[config.mk]
export PLATFORM = sky130hd
export DESIGN_NAME = pll_reset_sequencer
export DESIGN_NICKNAME = d
export VERILOG_FILES = /design/src/rtl/pll_reset_sequencer.sv
export SDC_FILE = /design/constraint.sdc
export NUM_CORES = 1
export LEC_CHECK = 0
export CORE_MARGIN = 3
export CORE_UTILIZATION = 42
export CTS_CLUSTER_SIZE = 8
export DETAILED_ROUTE_END_ITERATION = 16
export PLACE_DENSITY = 0.68
export SYNTH_ARGS = -nofsm -noshare
export SYNTH_HDL_FRONTEND = slang
export SYNTH_SLANG_ARGS = --single-unit
[constraint.sdc]
create_clock -name refclk -period 2.5 [get_ports refclk]
set_clock_uncertainty 0.1 [all_clocks]
set_input_delay 0.5 -clock refclk [delete_from_list [all_inputs] [get_ports refclk]]
set_output_delay 0.5 -clock refclk [all_outputs]
set_load 0.005 [all_outputs]
[src/rtl/pll_reset_sequencer.sv]
// -----------------------------------------------------------------------------
// pll_reset_sequencer
//
// Brings up the fabric PLL on the free-running board clock (refclk) and only
// releases the downstream reset once the PLL has reported a stable lock. The
// sequence is:
//   1. Hold the PLL in reset for a fixed number of cycles.
//   2. Wait for lock, with a timeout that triggers a retry.
//   3. Require a run of consecutive locked cycles.
//   4. Release sys_rst_n.
// Loss of lock while running, or a software request, restarts the sequence.
//
// Ports
//   refclk      in   sequencer clock, free running, independent of the PLL
//   rst_n       in   asynchronous active-low reset
//   pll_locked  in   PLL lock indication, asynchronous to refclk
//   sw_rst_req  in   single-cycle request to re-sequence the PLL
//   pll_rst     out  PLL reset, active high (asserted asynchronously by rst_n)
//   sys_rst_n   out  downstream reset, registered, 0 = hold in reset
//   pll_ready   out  high exactly while in RUN
//   pll_fail    out  sticky failure flag
//   loss_cnt    out  saturating count of lock losses seen in RUN
//   state_o     out  current state encoding, for debug
//
// Build option
//   PLL_RETRY_LIMIT_EN : when defined, MAX_RETRY consecutive lock timeouts
//                        park the sequencer in FAIL. When undefined, the
//                        sequencer retries forever, FAIL is unreachable,
//                        pll_fail is tied low and no retry counter exists.
//
// State | meaning
// ------+------------------------------------------------------------------
//   0   | PLL_RST   : PLL held in reset for RST_CYCLES cycles
//   1   | WAIT_LOCK : PLL released, waiting for synchronized lock (timeout)
//   2   | STABLE    : counting consecutive locked cycles
//   3   | RUN       : lock qualified, sys_rst_n released, pll_ready high
//   4   | FAIL      : retry budget exhausted, PLL held in reset
// -----------------------------------------------------------------------------
module pll_reset_sequencer #(
    parameter int RST_CYCLES    = 16,
    parameter int LOCK_TIMEOUT  = 50000,
    parameter int STABLE_CYCLES = 1024,
    parameter int MAX_RETRY     = 4,
    parameter int CNT_W         = 8
) (
    input  logic             refclk,
    input  logic             rst_n,
    input  logic             pll_locked,
    input  logic             sw_rst_req,
    output logic             pll_rst,
    output logic             sys_rst_n,
    output logic             pll_ready,
    output logic             pll_fail,
    output logic [CNT_W-1:0] loss_cnt,
    output logic [2:0]       state_o
);

    // One shared cycle counter, sized for the longest of the three timers.
    localparam int MAX_AB = (LOCK_TIMEOUT > STABLE_CYCLES) ? LOCK_TIMEOUT : STABLE_CYCLES;
    localparam int MAX_C  = (MAX_AB > RST_CYCLES) ? MAX_AB : RST_CYCLES;
    localparam int TW     = $clog2(MAX_C + 1);

    localparam logic [TW-1:0] RST_LAST = TW'(RST_CYCLES - 1);
    localparam logic [TW-1:0] TO_LAST  = TW'(LOCK_TIMEOUT - 1);
    localparam logic [TW-1:0] STB_LAST = TW'(STABLE_CYCLES - 1);

    if (RST_CYCLES < 1 || LOCK_TIMEOUT < 1 || STABLE_CYCLES < 1 || MAX_RETRY < 1 || CNT_W < 1)
    begin : g_bad_param
        $error("pll_reset_sequencer: cycle parameters, MAX_RETRY and CNT_W must be >= 1");
    end

    typedef enum logic [2:0] {
        S_PLL_RST   = 3'd0,
        S_WAIT_LOCK = 3'd1,
        S_STABLE    = 3'd2,
        S_RUN       = 3'd3,
        S_FAIL      = 3'd4
    } state_t;

    state_t        state;
    state_t        state_nxt;
    logic [TW-1:0] cnt;
    logic [TW-1:0] cnt_nxt;
    logic          loss_inc;
    logic          sync_q1;
    logic          lk_s;
    logic          pll_rst_d;
    logic          run_d;

    // Two-flop synchronizer; the FSM looks only at lk_s.
    always_ff @(posedge refclk or negedge rst_n) begin
        if (!rst_n) begin
            sync_q1 <= 1'b0;
            lk_s    <= 1'b0;
        end else begin
            sync_q1 <= pll_locked;
            lk_s    <= sync_q1;
        end
    end

`ifdef PLL_RETRY_LIMIT_EN
    localparam int RW = $clog2(MAX_RETRY + 1);

    logic [RW-1:0] retry_q;
    logic          retry_inc;
    logic          retry_clr;
    logic          retry_at_limit;
    logic          fail_d;

    // The timeout that is about to happen would be the MAX_RETRY-th in a row.
    assign retry_at_limit = (retry_q == RW'(MAX_RETRY - 1));

    always_ff @(posedge refclk or negedge rst_n) begin
        if (!rst_n) begin
            retry_q <= '0;
        end else if (retry_clr) begin
            retry_q <= '0;
        end else if (retry_inc) begin
            retry_q <= retry_q + 1'b1;
        end
    end
`endif

    // State register, shared cycle counter and lock-loss counter.
    always_ff @(posedge refclk or negedge rst_n) begin
        if (!rst_n) begin
            state    <= S_PLL_RST;
            cnt      <= '0;
            loss_cnt <= '0;
        end else begin
            state <= state_nxt;
            cnt   <= cnt_nxt;
            if (loss_inc && (loss_cnt != {CNT_W{1'b1}})) begin
                loss_cnt <= loss_cnt + 1'b1;
            end
        end
    end

    // Next-state logic. A software request overrides everything, including
    // a lock loss in the same cycle, so that loss is not counted.
    always_comb begin
        state_nxt = state;
        cnt_nxt   = cnt + 1'b1;
        loss_inc  = 1'b0;
`ifdef PLL_RETRY_LIMIT_EN
        retry_inc = 1'b0;
        retry_clr = 1'b0;
`endif
        if (sw_rst_req) begin
            state_nxt = S_PLL_RST;
            cnt_nxt   = '0;
`ifdef PLL_RETRY_LIMIT_EN
            retry_clr = 1'b1;
`endif
        end else begin
            case (state)
                S_PLL_RST: begin
                    if (cnt == RST_LAST) begin
                        state_nxt = S_WAIT_LOCK;
                        cnt_nxt   = '0;
                    end
                end
                S_WAIT_LOCK: begin
                    if (lk_s) begin
                        state_nxt = S_STABLE;
                        cnt_nxt   = '0;
                    end else if (cnt == TO_LAST) begin
                        cnt_nxt = '0;
`ifdef PLL_RETRY_LIMIT_EN
                        retry_inc = 1'b1;
                        state_nxt = retry_at_limit ? S_FAIL : S_PLL_RST;
`else
                        state_nxt = S_PLL_RST;
`endif
                    end
                end
                S_STABLE: begin
                    if (!lk_s) begin
                        // Glitch during qualification: fresh timeout, not a retry.
                        state_nxt = S_WAIT_LOCK;
                        cnt_nxt   = '0;
                    end else if (cnt == STB_LAST) begin
                        state_nxt = S_RUN;
                        cnt_nxt   = '0;
`ifdef PLL_RETRY_LIMIT_EN
                        retry_clr = 1'b1;
`endif
                    end
                end
                S_RUN: begin
                    cnt_nxt = '0;
                    if (!lk_s) begin
                        state_nxt = S_PLL_RST;
                        loss_inc  = 1'b1;
                    end
                end
                S_FAIL: begin
                    cnt_nxt = '0;
                end
                default: begin
                    state_nxt = S_PLL_RST;
                    cnt_nxt   = '0;
                end
            endcase
        end
    end

    // Outputs are decoded from the next state and registered, so they change
    // on the same edge as the state and never glitch on a state-bit decode.
    always_comb begin
        pll_rst_d = 1'b0;
        run_d     = 1'b0;
        case (state_nxt)
            S_PLL_RST: pll_rst_d = 1'b1;
            S_FAIL:    pll_rst_d = 1'b1;
            S_RUN:     run_d     = 1'b1;
            default:   ;
        endcase
`ifdef PLL_RETRY_LIMIT_EN
        fail_d = (state_nxt == S_FAIL);
`endif
    end

    always_ff @(posedge refclk or negedge rst_n) begin
        if (!rst_n) begin
            pll_rst   <= 1'b1;
            sys_rst_n <= 1'b0;
            pll_ready <= 1'b0;
        end else begin
            pll_rst   <= pll_rst_d;
            sys_rst_n <= run_d;
            pll_ready <= run_d;
        end
    end

`ifdef PLL_RETRY_LIMIT_EN
    // FAIL is left only through sw_rst_req or rst_n, which makes this sticky.
    always_ff @(posedge refclk or negedge rst_n) begin
        if (!rst_n) begin
            pll_fail <= 1'b0;
        end else begin
            pll_fail <= fail_d;
        end
    end
`else
    assign pll_fail = 1'b0;
`endif

    assign state_o = state;

endmodule
==> metrics.md <==
| Metric | Value |
|---|---|
| Register area | `777 um^2` |
| Initial antenna violation count | `0` |
| Post-route setup TNS | `0 ps` |
| Most common cell after layout, fill and taps aside | `dfrtp_1` |
| Placer Congestion | `0.785` |
| NumNets Final | `172` |
| DRC | `0` |
| Sequential area share after synthesis | `0.496` |
| First-pass GRT wire length | `4.73 mm` |
| Per-cell routed wire length | `12.8 um` |
| Final WS setup | `422 ps` |
| Crit path launch type | `flop` |
| Slowest-stage cell, CP | `or4_1` |
| WHS Path Cells | `0` |
| H-tree depth | `2` |
| Worst Tran Pin Value | `586 ps` |
| Clk sink count | `31` |
| CTS Buffer Depth | `2` |
| Crit path DAT | `2130 ps` |
| Drt first-iter violations | `68` |
| Die height | `67.1 um` |
| Area delta synth->final | `20.1%` |
| Die W | `67.1 um` |
| Placed cell area | `0.00178 mm^2` |
| Initial Util | `0.452` |
| Crit path depth | `5` |
| Worst rel slew slack | `0.606` |
| # Post-CTS Setup Buffers | `0` |
| CTS root buf | `clkbuf_8` |
| VDD IR max | `0.350 mV` |
| CORE AREA | `0.00347 mm^2` |
| Skew-Pair Late Insertion Delay | `280 ps` |
| Multi-input logic area | `732 um^2` |
| Post-Syn Nets | `149` |
| Synth Flop Type | `dfrtp_1` |
| Synth Area in Simple Gates | `0.256` |
| GRT Util Overall | `0.140` |
| Total CTS buffers | `5` |
| Final setup fails | `0` |
| Hold Violations, Final | `0` |
| Hold Crit Class | `reg2reg` |
| Area fraction in compound gates after synthesis | `0.0631` |
| CTS Hold Buffers Added | `0` |
| Cell taking the most area after synthesis | `dfrtp_1` |
| Pre-antenna DRT Iters | `4` |
| Outcome | `finished, final reports clean` |
| Cell family with most CP delay | `simple AND/OR/NAND/NOR gates` |
| Post-route cell area | `0.00188 mm^2` |
| CTS clk-pin slew, worst paths | `60 ps` |
| Post-DP HPWL | `2.06 mm` |
| Synth Area in XOR/XNOR | `0.123` |
| CP Class | `reg2reg` |
| Number of global-route vias before repair | `1065` |
| Most frequent cells in the layout | `30 x dfrtp_1, 17 x clkdlybuf4s50_1, 14 x nor2_1, 14 x xnor2_1, 10 x nor2_2` |
| Share of the synthesized area in the top cell type | `0.479` |
| RSZ-0062 raised after global routing | `no` |
| Req. time, crit path | `2560 ps` |
| EDFF count, synth | `0` |
| Max cap viols | `0` |
| Final global-route overflow total | `0` |
| Post-synth ARST share | `1.00` |
| Pleak | `0.795 nW` |
| IO Count | `19` |
| Layout fillers | `325` |
| Pre-CTS WS | `155 ps` |
| Post-synthesis cell count | `143` |
| N_diodes | `0` |
| Combinational family with the most area after synthesis | `simple AND/OR/NAND/NOR gates` |
| Fin crit share | `0.831` |
| Crit-path max FO | `16` |
| Hold Slack | `253 ps` |
| Post-Syn Area | `0.00157 mm^2` |
| Crit path buffers/inverters | `0` |
| CP cell instances | `or4_1 -> or3_1 -> a21oi_2 -> o22a_4 -> nor2_1` |
| Power per cell area | `520 mW/mm^2` |
| Cell count of the worst reg-to-reg path | `5` |
| Max-slew violations | `0` |
| Port Buf Inserts | `17` |
| Post-synth cell types | `40` |
| Top post-synthesis cells by area | `dfrtp_1 48%, xnor2_1 7.8%, xor2_1 4.5%, nor2_2 4.0%, nor2_1 3.4%` |
| WL final | `2.74 mm` |
| Die ar. | `0.00450 mm^2` |
| Post-Syn Area per Cell | `11.0 um^2` |
| #FFs+latches synth | `31` |
| FP Rows | `21` |
| Fmax | `0.481 GHz` |
| Ys Warns | `0` |
| CTS tree | `yes` |
| Mux contribution to synthesized area | `0.00719` |
| Via count | `1109` |
| Layout cell share with drive strength beyond 1 | `0.192` |
| Routed Antenna Nets | `0` |
| Drt via density | `5.21` |
| Minimum clock period | `2080 ps` |
| Crit path capture type | `flop` |
| Resize count post-CTS | `0` |
| Adder-cell share of the synthesized area | `0.0160` |
| Largest net degree at the start of global routing | `17` |
| Critical Path Max Stage Delay | `540 ps` |
[flip-flops by register name (all words and copies together), names as in the netlist]
signal,flops
sync_q1,1
pll_rst,1
loss_cnt,8
pll_ready,1
state_o,3
cnt,16
lk_s,1
[final timing paths]
check	to	slack (ps)	start
max in group asynchronous	pll_rst	1250	rst_n
hold reg to reg	lk_s	250	sync_q1
setup / recovery	cnt[5]	420	cnt[9]
min in group asynchronous	cnt[14]	450	rst_n
setup reg to reg	cnt[5]	420	cnt[9]
hold / removal	lk_s	250	sync_q1
[through the flow]
stage               utilization  std cells  power, mW
finish                    0.543        213      0.979
global route              0.543        213       1.02
CTS                       0.543        213      0.991
detailed placement        0.513        205      0.560
global placement          0.513        205      0.560
floorplan                     -        143      0.543
[logic make-up after synthesis]
group,count (synthesis)
and+or+nand+nor,67
DFF,31
xor gates and xnor gates,22
AOI/OAI and AO/OA,10
buffers and inverters,9
adders and majority gates,2
other,1
muxes,1
[synth_stat cells (all sizes together), types with 3 or more instances]
library cell	instances
and3	6
nand3	8
nor2	24
xnor2	14
xor2	8
dfrtp	30
nand4	7
buf	3
nor4	3
nand2	4
inv	5
[power by group]
part / internal [mW] / total (mW) / switching (mW)
Combinational: 0.0145 / 0.0358 / 0.0213
Clock: 0.250 / 0.429 / 0.179
Sequential: 0.508 / 0.514 / 0.00648
[area by class of cell]
cell class,instances,area share
inverter,5,0.00997
multi-input combinational,103,0.389
sequential,31,0.413
timing repair buffer,20,0.102
clock buffer,7,0.0512
clock inverter,1,0.00399
tap,46,0.0306
[routing by layer]
layer / GRT usage / up-vias / routed length [um]
li1: - / 545 / -
met2: 0.223 / 12 / 1330
met3: 0.0354 / 4 / 76
met5: 0 / - / 0
met1: 0.178 / 548 / 1300
met4: 0.0608 / 0 / 30
Note: power is estimated with default switching activity, not from simulation.
